$ cat config.mk
export PLATFORM = sky130hd
export DESIGN_NAME = iir_onepole_mc
export DESIGN_NICKNAME = d
export VERILOG_FILES = /design/src/rtl/iir_onepole_mc.sv
export SDC_FILE = /design/constraint.sdc
export NUM_CORES = 1
export LEC_CHECK = 0
export ABC_AREA = 0
export CORE_ASPECT_RATIO = 1.5
export CORE_MARGIN = 2
export CORE_UTILIZATION = 53
export DETAILED_ROUTE_END_ITERATION = 16
export PLACE_DENSITY = 0.78
export RECOVER_POWER = 100
export SYNTH_ARGS = -nofsm -noshare
export SYNTH_HDL_FRONTEND = slang
export SYNTH_SLANG_ARGS = --single-unit
$ cat constraint.sdc
create_clock -name Clk -period 11.2 [get_ports Clk]
set_clock_uncertainty 0.2 [all_clocks]
set_input_delay 1.12 -clock Clk [delete_from_list [all_inputs] [get_ports Clk]]
set_output_delay 1.12 -clock Clk [all_outputs]
set_load 0.03 [all_outputs]
$ cat src/rtl/iir_onepole_mc.sv
// Multi-channel one-pole IIR (LPF/HPF) with a single shared multiplier.
// One channel is processed per cycle; results are published together in DONE.
module iir_onepole_mc #(
  parameter int DATA_W = 16,
  parameter int NUM_CH = 2,
  parameter int COEF_W = 8
) (
  input  logic                     Clk,
  input  logic                     reset,
  input  logic                     in_valid,
  output logic                     in_ready,
  input  logic [NUM_CH*DATA_W-1:0] datain,
  input  logic [COEF_W-1:0]        coef,
  input  logic                     hpf_mode,
  input  logic                     clear_state,
  output logic                     out_valid,
  output logic [NUM_CH*DATA_W-1:0] dataout
);

  localparam int CH_W = (NUM_CH > 1) ? $clog2(NUM_CH) : 1;
  localparam int DW1  = DATA_W + 1;
  localparam int PW   = DATA_W + COEF_W + 2;

  typedef enum logic [1:0] {IDLE, CALC, DONE} state_t;

  state_t                    state_q, state_d;
  logic [CH_W-1:0]           ch_q;
  logic signed [DATA_W-1:0]  x_q   [NUM_CH];
  logic signed [DATA_W-1:0]  y_q   [NUM_CH];
  logic signed [DATA_W-1:0]  res_q [NUM_CH];
  logic [COEF_W-1:0]         coef_q;
  logic                      mode_q;

  logic                      accept;
  logic                      last_ch;
  logic signed [DATA_W-1:0]  x_cur, y_cur, y_new, hp_sat, out_cur;
  logic signed [DW1-1:0]     d, hp;
  logic signed [PW-1:0]      d_ext, c_ext, y_ext, p, p_sh;
  logic [NUM_CH*DATA_W-1:0]  dataout_d;

  assign accept  = in_valid && in_ready;
  assign last_ch = (ch_q == CH_W'(NUM_CH - 1));

  always_comb begin
    state_d   = state_q;
    in_ready  = 1'b0;
    out_valid = 1'b0;
    case (state_q)
      IDLE: begin
        in_ready = 1'b1;
        if (accept) state_d = CALC;
      end
      CALC: begin
        if (last_ch) state_d = DONE;
      end
      DONE: begin
        out_valid = 1'b1;
        state_d   = IDLE;
      end
      default: state_d = IDLE;
    endcase
  end

  // Shared datapath: y_new = y + floor((x - y) * coef / 2^COEF_W)
  always_comb begin
    x_cur = x_q[ch_q];
    y_cur = y_q[ch_q];
    d     = {x_cur[DATA_W-1], x_cur} - {y_cur[DATA_W-1], y_cur};
    d_ext = {{(PW-DW1){d[DW1-1]}}, d};
    c_ext = {{(PW-COEF_W){1'b0}}, coef_q};
    y_ext = {{(PW-DATA_W){y_cur[DATA_W-1]}}, y_cur};
    p     = d_ext * c_ext;
    p_sh  = p >>> COEF_W;
    y_new = DATA_W'(y_ext + p_sh);
    hp    = {x_cur[DATA_W-1], x_cur} - {y_new[DATA_W-1], y_new};
    if (hp[DW1-1] != hp[DW1-2])
      hp_sat = hp[DW1-1] ? {1'b1, {(DATA_W-1){1'b0}}} : {1'b0, {(DATA_W-1){1'b1}}};
    else
      hp_sat = hp[DATA_W-1:0];
    out_cur = mode_q ? hp_sat : y_new;
  end

  // Earlier channels come from res_q; the channel in flight is merged in directly.
  always_comb begin
    dataout_d = '0;
    for (int unsigned i = 0; i < NUM_CH; i++) begin
      if (CH_W'(i) == ch_q)
        dataout_d[(NUM_CH-1-i)*DATA_W +: DATA_W] = out_cur;
      else
        dataout_d[(NUM_CH-1-i)*DATA_W +: DATA_W] = res_q[i];
    end
  end

  always_ff @(posedge Clk) begin
    if (reset) begin
      state_q <= IDLE;
      ch_q    <= '0;
      coef_q  <= '0;
      mode_q  <= 1'b0;
      dataout <= '0;
      for (int unsigned i = 0; i < NUM_CH; i++) begin
        x_q[i]   <= '0;
        y_q[i]   <= '0;
        res_q[i] <= '0;
      end
    end else begin
      state_q <= state_d;
      case (state_q)
        IDLE: begin
          if (clear_state) begin
            for (int unsigned i = 0; i < NUM_CH; i++) y_q[i] <= '0;
          end
          if (accept) begin
            for (int unsigned i = 0; i < NUM_CH; i++)
              x_q[i] <= datain[(NUM_CH-1-i)*DATA_W +: DATA_W];
            coef_q <= coef;
            mode_q <= hpf_mode;
            ch_q   <= '0;
          end
        end
        CALC: begin
          y_q[ch_q]   <= y_new;
          res_q[ch_q] <= out_cur;
          if (last_ch) dataout <= dataout_d;
          else         ch_q    <= ch_q + 1'b1;
        end
        default: ;
      endcase
    end
  end

endmodule

==> metrics.txt, run 1 <==
# TYPE chip_impl_metric gauge
chip_impl_info{name="worstSetupStartpointType",value="register"} 1
chip_impl_metric{name="pre_cts_slack",unit="ns"} -0.0823
chip_impl_metric{name="cp_slowest_stage_delay",unit="ns"} 0.54
chip_impl_metric{name="num_antenna_cells",unit=""} 0
chip_impl_metric{name="via_count_of_the_first_global_routing_pass",unit=""} 10230
chip_impl_metric{name="yosysUniqueCellTypes",unit=""} 81
chip_impl_metric{name="synth.ff_latch_count",unit=""} 125
chip_impl_metric{name="crit_required",unit="ns"} 11.22
chip_impl_metric{name="design.final.nets",unit=""} 1633
chip_impl_metric{name="arrival",unit="ns"} 10.70
chip_impl_metric{name="vias_per_instance",unit=""} 5.78
chip_impl_metric{name="finalWorstPathRequiredPeriod",unit="ns"} 10.68
chip_impl_metric{name="numCtsBuffers",unit=""} 17
chip_impl_metric{name="post_synth_mux_area_share",unit="%"} 2.99
chip_impl_metric{name="worstPathMaxFanout",unit=""} 10
chip_impl_metric{name="dieArea",unit="mm2"} 0.0241
chip_impl_metric{name="grt_max_degree",unit=""} 42
chip_impl_metric{name="clk_pin_slew_worst_paths",unit="ns"} 0.06
chip_impl_metric{name="timing.final.setup_violations",unit=""} 0
chip_impl_metric{name="placement_rows",unit=""} 67
chip_impl_metric{name="post_synth_fa_ha_maj_area_fraction",unit="%"} 26.7
chip_impl_metric{name="postSynthAreaPerCell",unit="um2"} 9.32
chip_impl_metric{name="clock_tree.htree_level_count",unit=""} 4
chip_impl_info{name="worst_r2r_endpoint",value="res_q[0][11]"} 1
chip_impl_metric{name="ys_seq_area_share",unit="%"} 27.3
chip_impl_metric{name="num-fill-cells",unit=""} 1807
chip_impl_metric{name="detail_route.iter0.violations",unit=""} 552
chip_impl_metric{name="slew_at_the_pin_closest_to_its_max_slew_limit",unit="ns"} 2.03
chip_impl_metric{name="design.core.area",unit="mm2"} 0.0224
chip_impl_info{name="worstSetupEndpoint",value="res_q[0][11]"} 1
chip_impl_metric{name="yosysWarnings",unit=""} 0
chip_impl_metric{name="finalMaxSlewViolations",unit=""} 42
chip_impl_metric{name="routed_wirelength",unit="um"} 30700
chip_impl_metric{name="finalCritPeriodShare",unit="%"} 95.3
chip_impl_metric{name="layout-drive-gt1-share",unit="%"} 10.2
chip_impl_metric{name="die_w",unit="um"} 127
chip_impl_metric{name="synth_area",unit="mm2"} 0.0121
chip_impl_metric{name="drt_first_pass_iters",unit=""} 5
chip_impl_info{name="timing.setup.critical_path_class",value="register to register"} 1
chip_impl_metric{name="drcViolationCount",unit=""} 0
chip_impl_metric{name="synth_compound_gate_area_share",unit="%"} 15.2
chip_impl_info{name="tritoncts",value="yes"} 1
chip_impl_info{name="min-delay-path-class",value="register to register"} 1
chip_impl_info{name="failed_checks",value="capacitance limit, slew limit"} 1
chip_impl_info{name="worst_path_max_delay_cell",value="fa_1"} 1
chip_impl_metric{name="synth_largest_type_area_fraction",unit="%"} 19.9
chip_impl_metric{name="worst_setup_slack_for_register_to_register_paths",unit="ns"} 0.52
chip_impl_metric{name="ant_nets",unit=""} 0
chip_impl_metric{name="floorplan.initialDensity",unit="%"} 54.1
chip_impl_metric{name="detail_route.wl_per_cell",unit="um"} 18.2
chip_impl_metric{name="gr_ovfl_total",unit=""} 0
chip_impl_metric{name="antenna_found_initial",unit=""} 0
chip_impl_metric{name="first_pass_grt_wire_length",unit="um"} 51200
chip_impl_metric{name="synth_async_sr_flop_share",unit="%"} 0
chip_impl_info{name="synthDominantAreaCellType",value="edfxtp_1"} 1
chip_impl_metric{name="synth_simple_gate_area_share",unit="%"} 15.6
chip_impl_metric{name="placement.io_buffers",unit=""} 78
chip_impl_metric{name="holdBufCountCts",unit=""} 0
chip_impl_metric{name="num_vias",unit=""} 9742
chip_impl_info{name="run_status",value="finished, violations left"} 1
chip_impl_metric{name="cts.path.max_buffers",unit=""} 2
chip_impl_info{name="cts_root_buf",value="clkbuf_16"} 1
chip_impl_info{name="largest_family_of_logic_cells_by_synthesized_area",value="adder cells"} 1
chip_impl_metric{name="synth-xor-area-share",unit="%"} 5.05
chip_impl_metric{name="drv_cap",unit=""} 1
chip_impl_metric{name="grtUsageTotal",unit="%"} 26.7
chip_impl_metric{name="layout-area-overhead-vs-synth",unit="%"} 17.6
chip_impl_metric{name="gp_congestion",unit=""} 0.922
chip_impl_metric{name="synth_enable_flop_cells",unit=""} 80
chip_impl_metric{name="die_y",unit="um"} 189
chip_impl_info{name="synth_top_flop_cell",value="edfxtp_1"} 1
chip_impl_metric{name="maxSlewHeadroom",unit="%"} -35.9
chip_impl_metric{name="dp_hpwl",unit="um"} 23600
chip_impl_metric{name="final.setup.worst_slack",unit="ns"} 0.523
chip_impl_metric{name="ff2ff_path_depth",unit=""} 45
chip_impl_info{name="end_kind",value="register"} 1
chip_impl_metric{name="hold_viol",unit=""} 0
chip_impl_metric{name="postSynthCellCount",unit=""} 1298
chip_impl_metric{name="synth_nets",unit=""} 1534
chip_impl_metric{name="io_pins",unit=""} 79
chip_impl_metric{name="holdWs",unit="ns"} 0.258
chip_impl_metric{name="maxClockFrequency",unit="MHz"} 93.7
chip_impl_metric{name="tritoncts_num_sinks",unit=""} 125
chip_impl_info{name="synth.top_cells.by_area",value="edfxtp_1 (20%), fa_1 (17%), ha_1 (8.9%)"} 1
chip_impl_info{name="critical-path-top-cell-by-count",value="fa_1"} 1
chip_impl_metric{name="clk-insertion-delay-late",unit="ns"} 0.43
==> stage by stage <==
step                      instance area, um2  cells  util [%]  TNS [ns]
final                                  14200   1686      63.6         0
after global routing                   14200   1686      63.6   -0.0339
after CTS                              14000   1678      62.6         0
after detailed placement               13400   1644      59.8    -0.278
after global placement                 13400   1644      59.8         0
after floorplan                        12100   1298         -         0
==> kinds of logic after synthesis <==
| kind of cell | Yosys count |
|---|---|
| DFF | 125 |
| xor gates and xnor gates | 68 |
| adders and majority gates | 196 |
| and+or+nand+nor | 390 |
| muxes | 35 |
| AOI/OAI and AO/OA | 253 |
| buffers and inverters | 231 |
==> synth_stat cells, types with 4 or more instances <==
library cell / instances
nand2b_1: 16
a32o_1: 4
nor3_1: 9
maj3_1: 5
a22o_1: 26
o211ai_1: 13
a31oi_1: 12
xor2_1: 21
nand3_1: 18
o21a_1: 13
or2_2: 4
a21o_1: 13
nor4_1: 8
clkbuf_1: 44
o221ai_1: 6
a311oi_1: 5
edfxtp_1: 80
a211oi_1: 6
mux2i_1: 26
dfxtp_1: 45
fa_1: 105
inv_1: 181
o21ai_1: 7
a21boi_0: 5
nor2_1: 84
buf_1: 4
nor2b_1: 20
mux2_2: 9
o21ai_0: 42
ha_1: 86
nand2_1: 133
a22oi_1: 7
xnor2_1: 45
and2_1: 81
a21oi_1: 50
==> worst max-delay path, delay by kind of cell, from the launching register on <==
family	cells	cell delay, ns
AOI/OAI and AO/OA	16	3.01
buffers and inverters	7	0.65
DFF	1	0.39
xor gates and xnor gates	4	0.85
muxes	1	0.35
and+or+nand+nor	7	1.02
adders and majority gates	10	4.00
==> state kept, by name (all words and copies together), names as in the netlist, named ones only <==
signal and cells:
ch_q 1, coef_q 8, x_q 32, state_q 2, dataout 32, res_q 16, y_q 32, mode_q 1
==> layer usage <==
metal	up-vias	track usage [%]	part of all wire (%)
met5	-	0	0
met3	91	3.39	3.5
met2	280	48.3	53
li1	4581	-	-
met4	0	13.4	4.5
met1	4790	30.8	39
==> layout by cell type (no fill, tap or decap), types with 44 or more instances in the layout <==
cell type  netlist  final
and2_1          81     54
nor2_1          84     84
inv_1          181    181
dfxtp_1         45     44
a21oi_1         50     48
ha_1            86     85
buf_4            0     46
fa_1           105    105
nand2_1        133    133
edfxtp_1        80     80
==> layout make-up <==
type | instances | area (um2) | share of cell area (%)
clock buffers | 19 | 454 | 3.19
inverters | 182 | 683 | 4.80
repair buffers | 129 | 1180 | 8.28
flip-flops and latches | 125 | 3310 | 23.2
multi-input cells | 942 | 8130 | 57.2
clock inverters | 13 | 129 | 0.906
well taps | 276 | 345 | 2.43
==> how the worst min path moves through the flow <==
stage	startpoint	end	slack, ns	cells past startpoint
floorplan	res_q[0][0]	dataout[16]	0.24	1
global placement	dataout[15]	dataout[15]	0.24	1
detailed placement	res_q[0][7]	dataout[23]	0.24	1
CTS	dataout[15]	dataout[15]	0.26	1
global route	dataout[15]	dataout[15]	0.28	1
finish	dataout[15]	dataout[15]	0.26	1
==> timing repair <==
item | 4_1_cts | 5_1_grt
endpoints found under the setup margin | 19 | 32
resized for setup | 7 | 41
pin swaps | 2 | 12
setup buffers | 2 | 8
Power of run 1 is left out: the tool's default activity adds up to more than one toggle a clock period on the data nets, which glitch-free logic cannot reach.
==> run 2, diff against run 1 <==
==> constraint.sdc (replaced) <==
create_clock -name Clk -period 11.2 [get_ports Clk]
set_clock_uncertainty 0.2 [all_clocks]
set_input_delay 2.24 -clock Clk [delete_from_list [all_inputs] [get_ports Clk]]
set_output_delay 2.24 -clock Clk [all_outputs]
set_load 0.03 [all_outputs]
==> results of run 2 <==
No change in the layout: final DEF, timing and power equal those of run 1.
Power of run 2 is left out for the same reason.
==> run 3, diff against run 2 <==
--- a/config.mk
+++ b/config.mk
@@ -10,6 +10,7 @@
 export CORE_MARGIN = 2
 export CORE_UTILIZATION = 53
 export DETAILED_ROUTE_END_ITERATION = 16
+export GPL_ROUTABILITY_DRIVEN = 0
 export PLACE_DENSITY = 0.78
 export RECOVER_POWER = 100
 export SYNTH_ARGS = -nofsm -noshare
==> metrics.txt, run 3 (synthesis gave the netlist of run 1 again) <==
# TYPE chip_impl_metric gauge
chip_impl_metric{name="dp_hpwl",unit="um"} 23600
chip_impl_metric{name="maxSlewHeadroom",unit="%"} -28.7
chip_impl_metric{name="hold_viol",unit=""} 0
chip_impl_metric{name="design.final.nets",unit=""} 1625
chip_impl_info{name="end_kind",value="register"} 1
chip_impl_metric{name="finalCritPeriodShare",unit="%"} 96.7
chip_impl_info{name="reg_top3",value="dataout x32, x_q x32, y_q x32"} 1
chip_impl_metric{name="finalWorstPathRequiredPeriod",unit="ns"} 10.83
chip_impl_metric{name="slew_at_the_pin_closest_to_its_max_slew_limit",unit="ns"} 1.92
chip_impl_metric{name="num_antenna_cells",unit=""} 0
chip_impl_info{name="cts_root_buf",value="clkbuf_16"} 1
chip_impl_info{name="mostFrequentLayoutCells",value="inv_1 (181), nand2_1 (131), fa_1 (105), ha_1 (85), nor2_1 (83)"} 1
chip_impl_info{name="worstSetupStartpointType",value="register"} 1
chip_impl_metric{name="detail_route.wl_per_cell",unit="um"} 18.4
chip_impl_info{name="worst_path_max_delay_cell",value="fa_1"} 1
chip_impl_metric{name="crit_required",unit="ns"} 11.29
chip_impl_metric{name="routed_wirelength",unit="um"} 30900
chip_impl_metric{name="layout-area-overhead-vs-synth",unit="%"} 17.1
chip_impl_metric{name="num_vias",unit=""} 9838
chip_impl_metric{name="design.core.area",unit="mm2"} 0.0224
chip_impl_metric{name="via_count_of_the_first_global_routing_pass",unit=""} 10381
chip_impl_metric{name="cp_slowest_stage_delay",unit="ns"} 0.57
chip_impl_metric{name="timing.final.setup_violations",unit=""} 0
chip_impl_metric{name="dpl_cell_area",unit="mm2"} 0.0134
chip_impl_metric{name="grtUsageTotal",unit="%"} 26.6
chip_impl_metric{name="die_w",unit="um"} 127
chip_impl_metric{name="ff2ff_path_depth",unit=""} 49
chip_impl_metric{name="numCtsBuffers",unit=""} 17
chip_impl_info{name="tritoncts",value="yes"} 1
chip_impl_metric{name="gr_ovfl_total",unit=""} 0
chip_impl_metric{name="instances_no_fill",unit=""} 1678
chip_impl_metric{name="holdBufCountCts",unit=""} 0
chip_impl_metric{name="worstPathMaxFanout",unit=""} 8
chip_impl_info{name="mostFrequentLayoutCell",value="inv_1"} 1
chip_impl_metric{name="grt_max_degree",unit=""} 42
chip_impl_metric{name="drv_cap",unit=""} 1
chip_impl_metric{name="io_pins",unit=""} 79
chip_impl_metric{name="arrival",unit="ns"} 10.92
chip_impl_metric{name="maxClockFrequency",unit="MHz"} 92.3
chip_impl_metric{name="dpl.cell_count",unit=""} 1642
chip_impl_metric{name="antenna_found_initial",unit=""} 0
chip_impl_metric{name="stdcell_area",unit="mm2"} 0.0142
chip_impl_metric{name="first_pass_grt_wire_length",unit="um"} 51000
chip_impl_info{name="path_delay_family",value="compound AO/OA/AOI/OAI gates"} 1
chip_impl_info{name="run_status",value="finished, violations left"} 1
chip_impl_metric{name="critPathBufInv",unit=""} 7
chip_impl_metric{name="dieArea",unit="mm2"} 0.0241
chip_impl_metric{name="clk_pin_slew_worst_paths",unit="ns"} 0.06
chip_impl_metric{name="clk-insertion-delay-late",unit="ns"} 0.42
chip_impl_metric{name="layout-drive-gt1-share",unit="%"} 9.77
chip_impl_metric{name="drt_first_pass_iters",unit=""} 5
chip_impl_metric{name="detail_route.iter0.violations",unit=""} 526
chip_impl_metric{name="tritoncts_num_sinks",unit=""} 125
chip_impl_metric{name="placement_rows",unit=""} 67
chip_impl_info{name="min-delay-path-class",value="register to register"} 1
chip_impl_metric{name="hold_depth",unit=""} 2
chip_impl_info{name="worst_r2r_endpoint",value="res_q[0][9]"} 1
chip_impl_metric{name="finalMaxSlewViolations",unit=""} 42
chip_impl_metric{name="die_y",unit="um"} 189
chip_impl_metric{name="cts.path.max_buffers",unit=""} 2
chip_impl_metric{name="clock_tree.htree_level_count",unit=""} 4
chip_impl_info{name="failed_checks",value="capacitance limit, slew limit"} 1
chip_impl_metric{name="vias_per_instance",unit=""} 5.86
chip_impl_metric{name="floorplan.initialDensity",unit="%"} 54.1
chip_impl_info{name="startpoint_of_the_worst_hold_path",value="dataout[12]"} 1
chip_impl_metric{name="drcViolationCount",unit=""} 0
chip_impl_metric{name="placement.io_buffers",unit=""} 78
chip_impl_metric{name="ant_nets",unit=""} 0
chip_impl_info{name="timing.setup.critical_path_class",value="register to register"} 1
chip_impl_info{name="min_delay_worst_endpoint",value="dataout[12]"} 1
chip_impl_metric{name="worst_setup_slack_for_register_to_register_paths",unit="ns"} 0.37
[run 3: cell types whose count changed in the layout (fill, tap and decap cells not counted), moves of 3 or more]
cell,before,now
buf_4,46,40
o21ai_1,10,15
clkinvlp_4,0,3
o21ai_0,36,33
[run 3: final cells by class]
class	count	area (um2)
clock inverters	14	160
inverters	182	683
flip-flops and latches	125	3300
fillers	1796	8220
clock buffers	18	429
well taps	276	345
repair buffers	121	1120
multi-input cells	942	8120
[run 3: worst register-to-register path: cells and delay by family (launching register included)]
kind	cells	cell delay (ns)
buf+inv	7	0.67
simple gates	11	1.39
compound gates	20	4.03
xor+xnor	2	0.37
fa+ha+maj	8	3.29
flops	1	0.39
mux	1	0.37
[run 3: routing by layer]
| layer | track usage, % | share of wire, % |
|---|---|---|
| met5 | 0 | 0 |
| met4 | 14.1 | 5.3 |
| met3 | 3.14 | 4.2 |
| met2 | 47.4 | 51 |
| met1 | 31.0 | 39 |
[run 3: worst max path at each step]
stage	end	startpoint	slack, ns	cells after the start
after floorplan	res_q[0][13]	register	0.03	50
after global placement	res_q[0][13]	register	0.29	47
after detailed placement	res_q[0][13]	register	-0.05	47
after CTS	res_q[0][9]	register	0.009	47
after global routing	res_q[0][7]	register	-0.13	46
final	res_q[0][9]	register	0.37	49
[run 3: timing repair]
action / CTS / global route
pin swaps: 1 / 7
endpoints found under the setup margin: 12 / 32
buffers inserted: 0 / 4
gates resized for setup: 6 / 38
[run 3: stage by stage]
stage	util [%]	hold WS [ns]	setup slack, ns	TNS [ns]
CTS	62.5	0.264	0.00853	0
global route	63.3	0.282	-0.132	-1.85
detailed placement	59.7	0.248	-0.0519	-0.144
global placement	59.7	0.244	0.289	0
finish	63.3	0.264	0.366	0
floorplan	-	0.236	0.0342	0
Power of run 3 is left out for the same reason.
